--- src/rtl/serial_seg_shifter.sv ---
// Serial shift-out engine for daisy-chained seven-segment / LED shift registers.
// Optional feature macro: SEG_AUTO_REFRESH_EN (periodic re-send of the last frame while idle).
module serial_seg_shifter #(
    parameter int DATA_WIDTH     = 64,
    parameter int DIV            = 2,
    parameter int REFRESH_PERIOD = 1_000_000
) (
    input  logic                  clk,
    input  logic                  rst,
    input  logic [DATA_WIDTH-1:0] data_in,
    input  logic                  load,
    output logic                  busy,
    output logic                  done,
    output logic                  sclk,
    output logic                  sdo,
    output logic                  pen,
    output logic                  clr_n
);

    localparam int BW = (DATA_WIDTH > 1) ? $clog2(DATA_WIDTH) : 1;
    localparam int DW = (2 * DIV > 1) ? $clog2(2 * DIV) : 1;

    localparam logic [BW-1:0] LAST_BIT = BW'(DATA_WIDTH - 1);
    localparam logic [DW-1:0] DIV_LAST = DW'(2 * DIV - 1);
    localparam logic [DW-1:0] DIV_HALF = DW'(DIV);

    typedef enum logic [1:0] {
        ST_IDLE  = 2'd0,
        ST_SHIFT = 2'd1,
        ST_LATCH = 2'd2
    } state_t;

    state_t                state_r;
    state_t                state_s;
    logic [DATA_WIDTH-1:0] sr_r;
    logic [DATA_WIDTH-1:0] sr_s;
    logic [BW-1:0]         bit_cnt_r;
    logic [BW-1:0]         bit_cnt_s;
    logic [DW-1:0]         div_cnt_r;
    logic [DW-1:0]         div_cnt_s;
    logic [DATA_WIDTH-1:0] pend_data_r;
    logic [DATA_WIDTH-1:0] pend_data_s;
    logic                  pend_valid_r;
    logic                  pend_valid_s;

    logic                  start_s;
    logic [DATA_WIDTH-1:0] start_data_s;
    logic                  load_taken_s;
    logic                  done_s;
    logic                  refresh_fire_s;
    logic [DATA_WIDTH-1:0] shadow_data_s;

    logic                  sclk_s;
    logic                  sdo_s;
    logic                  pen_s;
    logic                  busy_s;

    logic                  sclk_r;
    logic                  sdo_r;
    logic                  pen_r;
    logic                  busy_r;
    logic                  done_r;
    logic                  clr_n_r;

`ifdef SEG_AUTO_REFRESH_EN
    localparam int RW = (REFRESH_PERIOD > 1) ? $clog2(REFRESH_PERIOD) : 1;
    localparam logic [RW-1:0] RP_LAST = RW'(REFRESH_PERIOD - 1);

    logic [RW-1:0]         idle_cnt_r;
    logic [DATA_WIDTH-1:0] shadow_r;
    logic                  shadow_valid_r;

    assign refresh_fire_s = (state_r == ST_IDLE) && !pend_valid_r && !load &&
                            shadow_valid_r && (idle_cnt_r == RP_LAST);
    assign shadow_data_s  = shadow_r;

    // Idle counter and shadow copy of the most recently started frame
    always_ff @(posedge clk) begin
        if (rst) begin
            idle_cnt_r     <= '0;
            shadow_r       <= '0;
            shadow_valid_r <= 1'b0;
        end else begin
            if (start_s) begin
                shadow_r       <= start_data_s;
                shadow_valid_r <= 1'b1;
            end else begin
                shadow_r       <= shadow_r;
                shadow_valid_r <= shadow_valid_r;
            end
            // Saturate so an idle block with nothing to resend never wraps
            if ((state_r == ST_IDLE) && (state_s == ST_IDLE) && !pend_valid_r) begin
                if (idle_cnt_r != RP_LAST) begin
                    idle_cnt_r <= idle_cnt_r + RW'(1);
                end else begin
                    idle_cnt_r <= idle_cnt_r;
                end
            end else begin
                idle_cnt_r <= '0;
            end
        end
    end
`else
    assign refresh_fire_s = 1'b0;
    assign shadow_data_s  = '0;
`endif

    // Next-state, datapath and pending-buffer decisions
    always_comb begin
        state_s      = state_r;
        sr_s         = sr_r;
        bit_cnt_s    = bit_cnt_r;
        div_cnt_s    = div_cnt_r;
        pend_data_s  = pend_data_r;
        pend_valid_s = pend_valid_r;
        start_s      = 1'b0;
        start_data_s = '0;
        load_taken_s = 1'b0;
        done_s       = 1'b0;

        case (state_r)
            ST_IDLE: begin
                if (load) begin
                    start_s      = 1'b1;
                    start_data_s = data_in;
                    load_taken_s = 1'b1;
                end else if (refresh_fire_s) begin
                    start_s      = 1'b1;
                    start_data_s = shadow_data_s;
                end else begin
                    state_s = ST_IDLE;
                end
            end
            ST_SHIFT: begin
                if (div_cnt_r == DIV_LAST) begin
                    div_cnt_s = '0;
                    sr_s      = {sr_r[DATA_WIDTH-2:0], 1'b0};
                    if (bit_cnt_r == LAST_BIT) begin
                        bit_cnt_s = '0;
                        state_s   = ST_LATCH;
                    end else begin
                        bit_cnt_s = bit_cnt_r + BW'(1);
                    end
                end else begin
                    div_cnt_s = div_cnt_r + DW'(1);
                end
            end
            ST_LATCH: begin
                if (div_cnt_r == DIV_LAST) begin
                    div_cnt_s = '0;
                    done_s    = 1'b1;
                    if (pend_valid_r) begin
                        start_s      = 1'b1;
                        start_data_s = pend_data_r;
                        pend_valid_s = 1'b0;
                    end else if (load) begin
                        // Nothing queued: a load arriving on the exit cycle starts directly
                        start_s      = 1'b1;
                        start_data_s = data_in;
                        load_taken_s = 1'b1;
                    end else begin
                        state_s = ST_IDLE;
                    end
                end else begin
                    div_cnt_s = div_cnt_r + DW'(1);
                end
            end
            default: begin
                state_s = ST_IDLE;
            end
        endcase

        if (start_s) begin
            state_s   = ST_SHIFT;
            sr_s      = start_data_s;
            bit_cnt_s = '0;
            div_cnt_s = '0;
        end else begin
            state_s = state_s;
        end

        if (load && (state_r != ST_IDLE) && !load_taken_s) begin
            pend_data_s  = data_in;
            pend_valid_s = 1'b1;
        end else begin
            pend_valid_s = pend_valid_s;
        end
    end

    // Pin values for the cycle being entered, so the outputs can be registered
    always_comb begin
        sclk_s = 1'b0;
        sdo_s  = 1'b0;
        pen_s  = 1'b1;
        busy_s = (state_s != ST_IDLE);
        if (state_s == ST_SHIFT) begin
            sclk_s = (div_cnt_s >= DIV_HALF);
            sdo_s  = sr_s[DATA_WIDTH-1];
            pen_s  = 1'b0;
        end else begin
            sclk_s = 1'b0;
            sdo_s  = 1'b0;
            pen_s  = 1'b1;
        end
    end

    // State, shift register, counters and pending buffer
    always_ff @(posedge clk) begin
        if (rst) begin
            state_r      <= ST_IDLE;
            sr_r         <= '0;
            bit_cnt_r    <= '0;
            div_cnt_r    <= '0;
            pend_data_r  <= '0;
            pend_valid_r <= 1'b0;
        end else begin
            state_r      <= state_s;
            sr_r         <= sr_s;
            bit_cnt_r    <= bit_cnt_s;
            div_cnt_r    <= div_cnt_s;
            pend_data_r  <= pend_data_s;
            pend_valid_r <= pend_valid_s;
        end
    end

    // Registered board-facing outputs
    always_ff @(posedge clk) begin
        if (rst) begin
            sclk_r  <= 1'b0;
            sdo_r   <= 1'b0;
            pen_r   <= 1'b1;
            busy_r  <= 1'b0;
            done_r  <= 1'b0;
            clr_n_r <= 1'b0;
        end else begin
            sclk_r  <= sclk_s;
            sdo_r   <= sdo_s;
            pen_r   <= pen_s;
            busy_r  <= busy_s;
            done_r  <= done_s;
            clr_n_r <= 1'b1;
        end
    end

    assign sclk  = sclk_r;
    assign sdo   = sdo_r;
    assign pen   = pen_r;
    assign busy  = busy_r;
    assign done  = done_r;
    assign clr_n = clr_n_r;

endmodule

--- config.mk ---
export PLATFORM = sky130hd
export DESIGN_NAME = serial_seg_shifter
export DESIGN_NICKNAME = d
export VERILOG_FILES = /design/src/rtl/serial_seg_shifter.sv
export SDC_FILE = /design/constraint.sdc
export NUM_CORES = 1
export LEC_CHECK = 0
export ABC_AREA = 1
export CELL_PAD_IN_SITES_DETAIL_PLACEMENT = 0
export CELL_PAD_IN_SITES_GLOBAL_PLACEMENT = 2
export CORE_MARGIN = 3
export CORE_UTILIZATION = 31
export CTS_CLUSTER_SIZE = 16
export DETAILED_ROUTE_END_ITERATION = 10
export PLACE_DENSITY_LB_ADDON = 0.25
export SYNTH_ARGS = -nofsm -noshare
export SYNTH_HDL_FRONTEND = slang
export SYNTH_SLANG_ARGS = --single-unit
--- constraint.sdc ---
create_clock -name clk -period 2.3 [get_ports clk]
set_input_delay 0.69 -clock clk [delete_from_list [all_inputs] [get_ports clk]]
set_output_delay 0.69 -clock clk [all_outputs]
set_load 0.02 [all_outputs]
# [Word level (Yosys, flattened, before mapping)]
# Index checks and enable logic that the tools add are counted.
# W data, S select, Z words.
[classes] addsub=2 eq_ne=5 reduce_logical=17 n_lt_le_gt_ge=1 n_bitwise=2 muxes=31
[ops] op="$mux W64" n=6
[ops] op="$pmux W64 S2" n=1
[ops] op="$mux W2" n=9
[ops] op="$reduce_bool A2 Y1" n=6
[ops] op="$mux W1" n=11
[ops] op="$reduce_or A2 Y1" n=4
[ops] op="$add A6 B1 Y6 const B" n=1
[ops] op="$eq A6 B6 Y1 const B" n=1
[ops] op="$mux W6" n=1
[ops] op="$pmux W2 S3" n=1
[ops] op="$reduce_and A2 Y1" n=3
[ops] op="$eq A2 B1 Y1 const B" n=2
[ops] op="$eq A2 B2 Y1 const B" n=2
[ops] op="$pmux W1 S2" n=2
[ops] op="$add A2 B1 Y2 const B" n=1
[ops] op="$ge A2 B2 Y1 const B" n=1
[ops] op="$logic_and A1 B1 Y1" n=2
[ops] op="$logic_not A2 Y1" n=1
[ops] op="$not A1 Y1" n=2
[ops] op="$logic_not A1 Y1" n=1
[totals] word_cells=71 inputBits=67 register_bits=145 output_inout_bits=6

# [Logic depth before layout (Yosys ltp)]
# Gate-level depths: netlist (run 1).
[depth] word_depth=8 ltp_mapped=12 mapped_depth_nobuf=10

# [Worst setup path after synthesis (run 1)]
# Ideal clock, no wire load.
[synth_timing] kind="input to register" startpoint="in load" endpoint="reg sr_r[55]" arrival_time_ps=1640 path_buffers=3 setup_slack_ps=543 path_stages=10 setup_ps=117 required_ps=2183 cell_sequence="nand2_1 a21oi_2 buf_4 inv_2 buf_6 buf_6 a21oi_1 a21oi_1 nor2_1 nor2_1"
[synth_via] elab_chain_cells=6 elab_cells_between_ends=12 cone_classes="9 x mux; 3 x reduce/logical"
[synth_rtl] item="start, declared" line_no="11" rtl="input logic load,"
[synth_rtl] item="$mux W1" line_no="123" rtl="if (load) begin"
[synth_rtl] item="$mux W1" line_no="152" rtl="if (pend_valid_r) begin"
[synth_rtl] item="$mux W1" line_no="149" rtl="if (div_cnt_r == DIV_LAST) begin"
[synth_rtl] item="$pmux W1 S2" line_no="121" rtl="case (state_r)"
[synth_rtl] item="$reduce_bool A2 Y1 (no source line)"
[synth_rtl] item="$reduce_and A2 Y1 (no source line)"
[synth_rtl] item="end signal, assigned" line_no="218" rtl="sr_r <= sr_s;"
[synth_rtl] item="end, declared" line_no="35" rtl="logic [DATA_WIDTH-1:0] sr_r;"
# Several ways; a longest one is shown, not always the timed one.
# A chain may end at the register's enable or synchronous reset.

# [Worst setup path in the final report (run 1)]
[layout_timing] startpoint="reg state_r[0]" endpoint="reg pend_data_r[31]"
[layout_via] elab_chain_cells=4 elab_cells_between_ends=7 cone_classes="1 x eq/ne; 1 x mux; 5 x reduce/logical"
[layout_rtl] item="start, declared" line_no="33" rtl="state_t state_r;"
[layout_rtl] item="start signal, assigned" line_no="217" rtl="state_r <= state_s;"
[layout_rtl] item="$eq A2 B2 Y1 or $logic_not A2 Y1 (tied branches)" line_no="121"
[layout_rtl] item="$pmux W1 S2" line_no="121"
[layout_rtl] item="$logic_not A1 Y1" line_no="182" rtl="if (load && (state_r != ST_IDLE) && !load_taken_s) begin"
[layout_rtl] item="$logic_and A1 B1 Y1 (*)" line_no="182"
[layout_rtl] item="end signal, assigned" line_no="221" rtl="pend_data_r <= pend_data_s;"
[layout_rtl] item="end, declared" line_no="41" rtl="logic [DATA_WIDTH-1:0] pend_data_r;"
# Every way passes the cells marked *; elsewhere a longest branch is shown, timed or not.

==> results of run 1 <==
-- kinds of logic after synthesis --
family	after synthesis	share of synthesized area, %
adders and majority gates	6	1.137
AOI/OAI and AO/OA	329	25.28
DFF	145	43.96
buffers and inverters	93	7.163
xor gates and xnor gates	2	0.2654
muxes	1	0.1705
and+or+nand+nor	380	22.02
-- per-layer routing --
layer,up-vias,part of all wire [%]
met3,8,3.1
met2,100,47
met5,-,0
met1,3007,49
met4,0,0.64
li1,3267,-
-- cell type report --
type	count	area (sq um)
Fill cell	2249	12190
Multi-Input combinational cell	718	3247
Sequential cell	145	2903
Timing Repair Buffer	113	1199
Clock buffer	23	478.0
Tap cell	270	337.8
Clock inverter	6	130.1
Inverter	19	71.32
-- metrics by stage --
| step | cells | hold slack [ns] | utilization (%) |
|---|---|---|---|
| floorplan | 956 | 0.4444 | - |
| global placement | 1265 | 0.4540 | 37.73 |
| detailed placement | 1265 | 0.4581 | 37.73 |
| CTS | 1294 | 0.4678 | 40.69 |
| global route | 1294 | 0.4813 | 40.69 |
| finish | 1294 | 0.4645 | 40.69 |
-- worst register-to-register path, stage by stage, from the launching register on --
cell     delay (ns)
dfxtp_1        0.49
inv_1          0.14
ha_1           0.25
nand2_2        0.15
inv_1          0.09
nand2_2        0.10
nand3_2        0.15
inv_2          0.14
buf_12         0.24
nand2_1        0.11
a21oi_1        0.12
-- cell usage in the layout (no fill, tap or decap) --
cell and instances:
nor3_1 1, a21oi_4 1, mux2_2 1, clkdlybuf4s50_1 71, a21oi_1 256, ha_1 6, clkbuf_16 17, a21boi_4 1
clkbuf_1 3, bufinv_16 4, or2_2 1, nand3_1 8, buf_4 27, clkbuf_8 3, and3_1 1, inv_2 4
xnor2_1 1, o211ai_1 1, xor2_1 1, nor2_4 1, buf_2 1, o21ai_0 67, nand2_2 3, nor2_1 139
dfxtp_1 145, nand2_1 224, o21ai_1 2, inv_1 15, o21bai_1 1, clkinv_2 2, nand4_1 1, buf_12 14
nand3_2 1
-- registers in the layout, summed over array words and instances (netlist names) --
signal	flops
bit_cnt_r	6
sdo	1
sclk	1
pend_valid_r	1
clr_n	1
state_r	2
pend_data_r	64
pen	1
busy	1
sr_r	64
done	1
div_cnt_r	2
-- power groups by stage --
stage / combinational [W] / sequential, W / clock [W]
after floorplan: 0.000429 / 0.00272 / 0
after global placement: 0.000744 / 0.00273 / 0
after detailed placement: 0.000743 / 0.00273 / 0
after CTS: 0.000747 / 0.00268 / 0.00299
after global routing: 0.000832 / 0.00269 / 0.00310
final: 0.000735 / 0.00268 / 0.00291
-- worst max-delay path by stage --
stage | from | endpoint | cells after the start
floorplan | load | sr_r[55] | 10
global placement | load | sr_r[57] | 9
detailed placement | load | sr_r[47] | 8
CTS | state_r[0] | pend_data_r[31] | 10
global route | state_r[0] | pend_data_r[18] | 10
finish | state_r[0] | pend_data_r[31] | 10
==> impl_metrics.env, run 1 <==
export IMPL_clkPwrFrac_pct=46.0
export IMPL_vias_per_cell=4.932
export IMPL_cts_tree="yes"
export IMPL_relSlewSlack_pct=74.72
export IMPL_drc_errors=0
export IMPL_power_w=0.006330
export IMPL_reg2regPathDepth=10
export IMPL_synthToLayoutAreaGrowth_pct=26.70
export IMPL_netlist_top_cells_area="dfxtp_1 44%, a21oi_1 19%, nand2_1 13%"
export IMPL_grt_pass1_vias=6354
export IMPL_worstHoldPathCells=2
export IMPL_synth_ff_type="dfxtp_1"
export IMPL_met1_usage_pct=23.11
export IMPL_design_area_sq_mm=0.008366
export IMPL_r2r_setup_slack_ns=0.25
export IMPL_dr_pass1_iters=5
export IMPL_cts_setup_buffers=0
export IMPL_grt_antenna_before_repair=0
export IMPL_period_share_pct=89.27
export IMPL_synth_area_per_cell_sq_um=6.906
export IMPL_switching_share_pct=23.66
export IMPL_drtIter0Drc=369
export IMPL_internal_power_w=0.004832
export IMPL_grt_max_degree=72
export IMPL_grt_pass1_wl_um=33150
export IMPL_worst_path_max_fanout=40
export IMPL_yosysSeqAreaShare_pct=43.96
export IMPL_synth_most_common_cell="a21oi_1"
export IMPL_run_status="complete, no violations"
export IMPL_critPathKind="reg -> reg"
export IMPL_crit_required_ns=2.64
export IMPL_postSynthNetCount=1029
export IMPL_hp_class="reg -> reg"
export IMPL_hold_path_end="pend_data_r[19]"
export IMPL_fin_nets=1087
export IMPL_core_area_sq_mm=0.02056
export IMPL_syn_area_sq_mm=0.006603
export IMPL_p_seq_share_pct=42.3
export IMPL_grt_overflow_total=0
export IMPL_ys_warn_count=0
export IMPL_clk_pin_slew_ns=0.06
export IMPL_io_pins=73
export IMPL_rr_startpoint="state_r[0]"
export IMPL_clockBufferDepth=2
export IMPL_grt_busiest_layer="met2"
export IMPL_synth_edff_count=0
export IMPL_vias=6382
export IMPL_ys_ff_latch=145
export IMPL_post_dp_cell_area_sq_mm=0.007757
export IMPL_ctsHoldBuffers=0
export IMPL_cp_top_family="buffers and inverters"
export IMPL_p_per_area_mw_per_mm2=756.7
export IMPL_synthArstFlopShare_pct=0
export IMPL_cts_resized=0
export IMPL_syn_inst=956
export IMPL_ant_nets=0
export IMPL_netlist_area_leader_share_pct=43.96
export IMPL_start_kind="flop"
export IMPL_clk_latency_ns=0.42
export IMPL_cp_arrival_ns=2.39
export IMPL_dpl_hpwl_um=11900
export IMPL_grtUsageTotal_pct=17.10
export IMPL_cts_root_buffer="clkbuf_16"
export IMPL_p_switching_w=0.001498
export IMPL_max_stage_delay_ns=0.49
export IMPL_skew_ns=0.007089
export IMPL_rows=52
export IMPL_numPortBuffers=72
export IMPL_drv_slew=0
export IMPL_gr_usage_met3_pct=3.498
export IMPL_wl_per_cell_um=15.28
export IMPL_setup_tns_ns=0
export IMPL_holdCritStartpoint="pend_data_r[19]"
export IMPL_dieArea_sq_mm=0.02309
export IMPL_hold_violations=0
export IMPL_worst_slack_ns=0.2467
export IMPL_grtUsageMet2_pct=28.20
export IMPL_synth_top_cell_by_area="dfxtp_1"
export IMPL_path_cells="inv_1 -> ha_1 -> nand2_2 -> inv_1 -> nand2_2 -> nand3_2 -> inv_2 -> buf_12 -> nand2_1 -> a21oi_1"
export IMPL_drt_total_wl_um=19780
export IMPL_netlist_top_cells_count="256 x a21oi_1, 225 x nand2_1, 145 x dfxtp_1"
export IMPL_dieWidth_um=151.9
export IMPL_layout_drive_gt1_share_pct=7.910
export IMPL_die_y_um=151.9
export IMPL_p_leak_nw=3.211
export IMPL_r2r_end="pend_data_r[31]"
export IMPL_synthDistinctLibCells=27
export IMPL_vdd_ir_drop_max_v=0.0004910
export IMPL_drv_cap=0
export IMPL_cts_sinks=145
export IMPL_initial_utilization_pct=32.11
export IMPL_cts_buffers=17
export IMPL_period_minus_slack_ns=2.053
export IMPL_antenna_diode_count=0
export IMPL_worst_path_max_delay_cell="dfxtp_1"
export IMPL_setup_viol=0
export IMPL_routabilityCongestion=0.7607
export IMPL_endpoint_kind="flop"
export IMPL_fmax_mhz=487.0
export IMPL_post_place_ws_ns=-0.1113
export IMPL_htreeDepth=4
export IMPL_tightest_slew_ns=0.3792
export IMPL_rsz0062_at_grt="false"
export IMPL_p_comb_share_pct=11.6
export IMPL_crit_buf_inv=4
Note: power is estimated with default switching activity, not from simulation.
==> inputs of run 2 (changes only) <==
CORE_ASPECT_RATIO = 1.25   (was not set)
==> run 2 against run 1 <==
  * Wire length decreased by 1.4%
  * Non-clock buffer count decreased by 6
  * Clock-buffer cell count decreased by 2
  * Clock power decreased by 2%
  * Hold slack got worse by 0.0010 ns
  * Worst setup slack improved by 0.042 ns
  * Die area about the same
  * Utilization decreased by 0.85 points
  * Clock skew decreased by 0.00068 ns
  * Critical path depth decreased by 9
==> impl_metrics.env, run 2 (same netlist as run 1, synthesis figures left out) <==
export IMPL_io_pins=73
export IMPL_period_minus_slack_ns=2.011
export IMPL_worst_path_max_fanout=1
export IMPL_cts_resized=0
export IMPL_grt_pass1_vias=6134
export IMPL_fmax_mhz=497.3
export IMPL_clk_latency_ns=0.42
export IMPL_htreeDepth=4
export IMPL_crit_cells=1
export IMPL_drtIter0Drc=355
export IMPL_worst_path_max_delay_cell="clkdlybuf4s50_1"
export IMPL_crit_buf_inv=1
export IMPL_period_share_pct=87.44
export IMPL_max_stage_delay_ns=0.59
export IMPL_layout_drive_gt1_share_pct=7.933
export IMPL_vias=6285
export IMPL_dpl_hpwl_um=11640
export IMPL_worst_slack_ns=0.2890
export IMPL_cts_sinks=145
export IMPL_placedCellCount=1263
export IMPL_cts_setup_buffers=0
export IMPL_skew_ns=0.006409
export IMPL_cts_root_buffer="clkbuf_16"
export IMPL_ctsHoldBuffers=0
export IMPL_p_per_area_mw_per_mm2=753.1
export IMPL_numPortBuffers=72
export IMPL_fin_cells=1295
export IMPL_rows=59
export IMPL_run_status="complete, no violations"
export IMPL_critPathKind="reg -> out"
export IMPL_path_cells="clkdlybuf4s50_1"
export IMPL_crit_start="sclk"
export IMPL_rr_startpoint="state_r[0]"
export IMPL_start_kind="flop"
export IMPL_dieArea_sq_mm=0.02310
export IMPL_tightest_slew_ns=0.3983
export IMPL_setup_viol=0
export IMPL_fin_util_pct=39.84
export IMPL_clockBufferDepth=2
export IMPL_grt_antenna_before_repair=0
export IMPL_clk_pin_slew_ns=0.06
export IMPL_grt_max_degree=72
export IMPL_grt_overflow_total=0
export IMPL_drc_errors=0
export IMPL_antenna_diode_count=0
export IMPL_r2r_end="sr_r[14]"
export IMPL_reg2regPathDepth=12
export IMPL_drv_cap=0
export IMPL_routabilityCongestion=0.7552
export IMPL_drv_slew=0
export IMPL_hp_class="reg -> reg"
export IMPL_synthToLayoutAreaGrowth_pct=26.06
export IMPL_holdCritStartpoint="pend_data_r[8]"
export IMPL_vias_per_cell=4.853
export IMPL_die_y_um=169.2
export IMPL_cts_buffers=17
export IMPL_relSlewSlack_pct=73.41
export IMPL_fin_nets=1081
export IMPL_ant_nets=0
export IMPL_layout_commonest_cell="a21oi_1"
export IMPL_post_place_ws_ns=-0.08831
export IMPL_layout_common_cells="256 x a21oi_1, 224 x nand2_1, 145 x dfxtp_1"
export IMPL_drt_total_wl_um=19500
export IMPL_crit_required_ns=1.61
export IMPL_p_leak_nw=3.183
export IMPL_critPathCapture="sclk"
export IMPL_r2r_setup_slack_ns=0.31
export IMPL_grtUsageTotal_pct=17.24
export IMPL_initial_utilization_pct=31.60
export IMPL_wl_per_cell_um=15.06
export IMPL_fillers=2260
export IMPL_hold_violations=0
export IMPL_cts_tree="yes"
export IMPL_cp_arrival_ns=1.32
export IMPL_cp_top_family="buffers and inverters"
export IMPL_rsz0062_at_grt="false"
export IMPL_dieWidth_um=136.5
export IMPL_core_area_sq_mm=0.02089
export IMPL_top_regs="pend_data_r: 64 flops, sr_r: 64 flops, bit_cnt_r: 6 flops"
export IMPL_dr_pass1_iters=5
export IMPL_endpoint_kind="output pin"
export IMPL_vdd_ir_drop_max_v=0.0005040
export IMPL_grt_pass1_wl_um=31950
[run 2: changes by cell type in the layout (fill, tap and decap cells not counted), sizes merged]
cell and change:
buf -6, clkinv +4, clkbuf -2, bufinv -1, clkinvlp +2
[run 2: metrics by stage]
stage | cell area (sq um) | hold slack, ns | power, W | setup TNS (ns)
5_1_grt | 8323 | 0.4822 | 0.006563 | 0
6_report | 8323 | 0.4635 | 0.006268 | 0
4_1_cts | 8323 | 0.4650 | 0.006375 | 0
3_5_place_dp | 7717 | 0.4557 | 0.003477 | -3.915
2_1_floorplan | 6603 | 0.4444 | 0.003153 | 0
3_3_place_gp | 7717 | 0.4532 | 0.003479 | -2.228
[run 2: cell type report]
| type | instances | area [sq um] | share of cell area [%] |
|---|---|---|---|
| repair buffers | 107 | 1154 | 13.86 |
| inverters | 19 | 71.32 | 0.8569 |
| well taps | 274 | 342.8 | 4.119 |
| flip-flops and latches | 145 | 2903 | 34.88 |
| multi-input cells | 718 | 3247 | 39.01 |
| clock inverters | 11 | 135.1 | 1.624 |
| clock buffers | 21 | 470.5 | 5.652 |
[run 2: worst min path at each step]
stage	endpoint	depth (start not counted)
4_1_cts	pend_data_r[18]	2
5_1_grt	pend_data_r[61]	2
3_3_place_gp	pend_data_r[36]	2
6_report	pend_data_r[8]	2
3_5_place_dp	pend_data_r[18]	2
2_1_floorplan	pend_data_r[56]	2
[run 2: layer usage]
metal	global-route usage, %	routed length, um
met5	0	0
met1	22.30	9037
met2	28.74	9388
met4	5.524	322
met3	3.529	755
[run 2: worst reg2reg max path: cells and delay by family (launching register included)]
family                     cells  cell delay, ns
AOI/OAI and AO/OA              2            0.32
adders and majority gates      1            0.21
buffers and inverters          4            0.58
DFF                            1            0.38
and+or+nand+nor                5            0.43
[run 2: power breakdown]
part	switching (W)	internal [W]
combinational	0.000410	0.000324
sequential	0.0000534	0.00263
clock	0.00107	0.00178
total	0.00154	0.00473
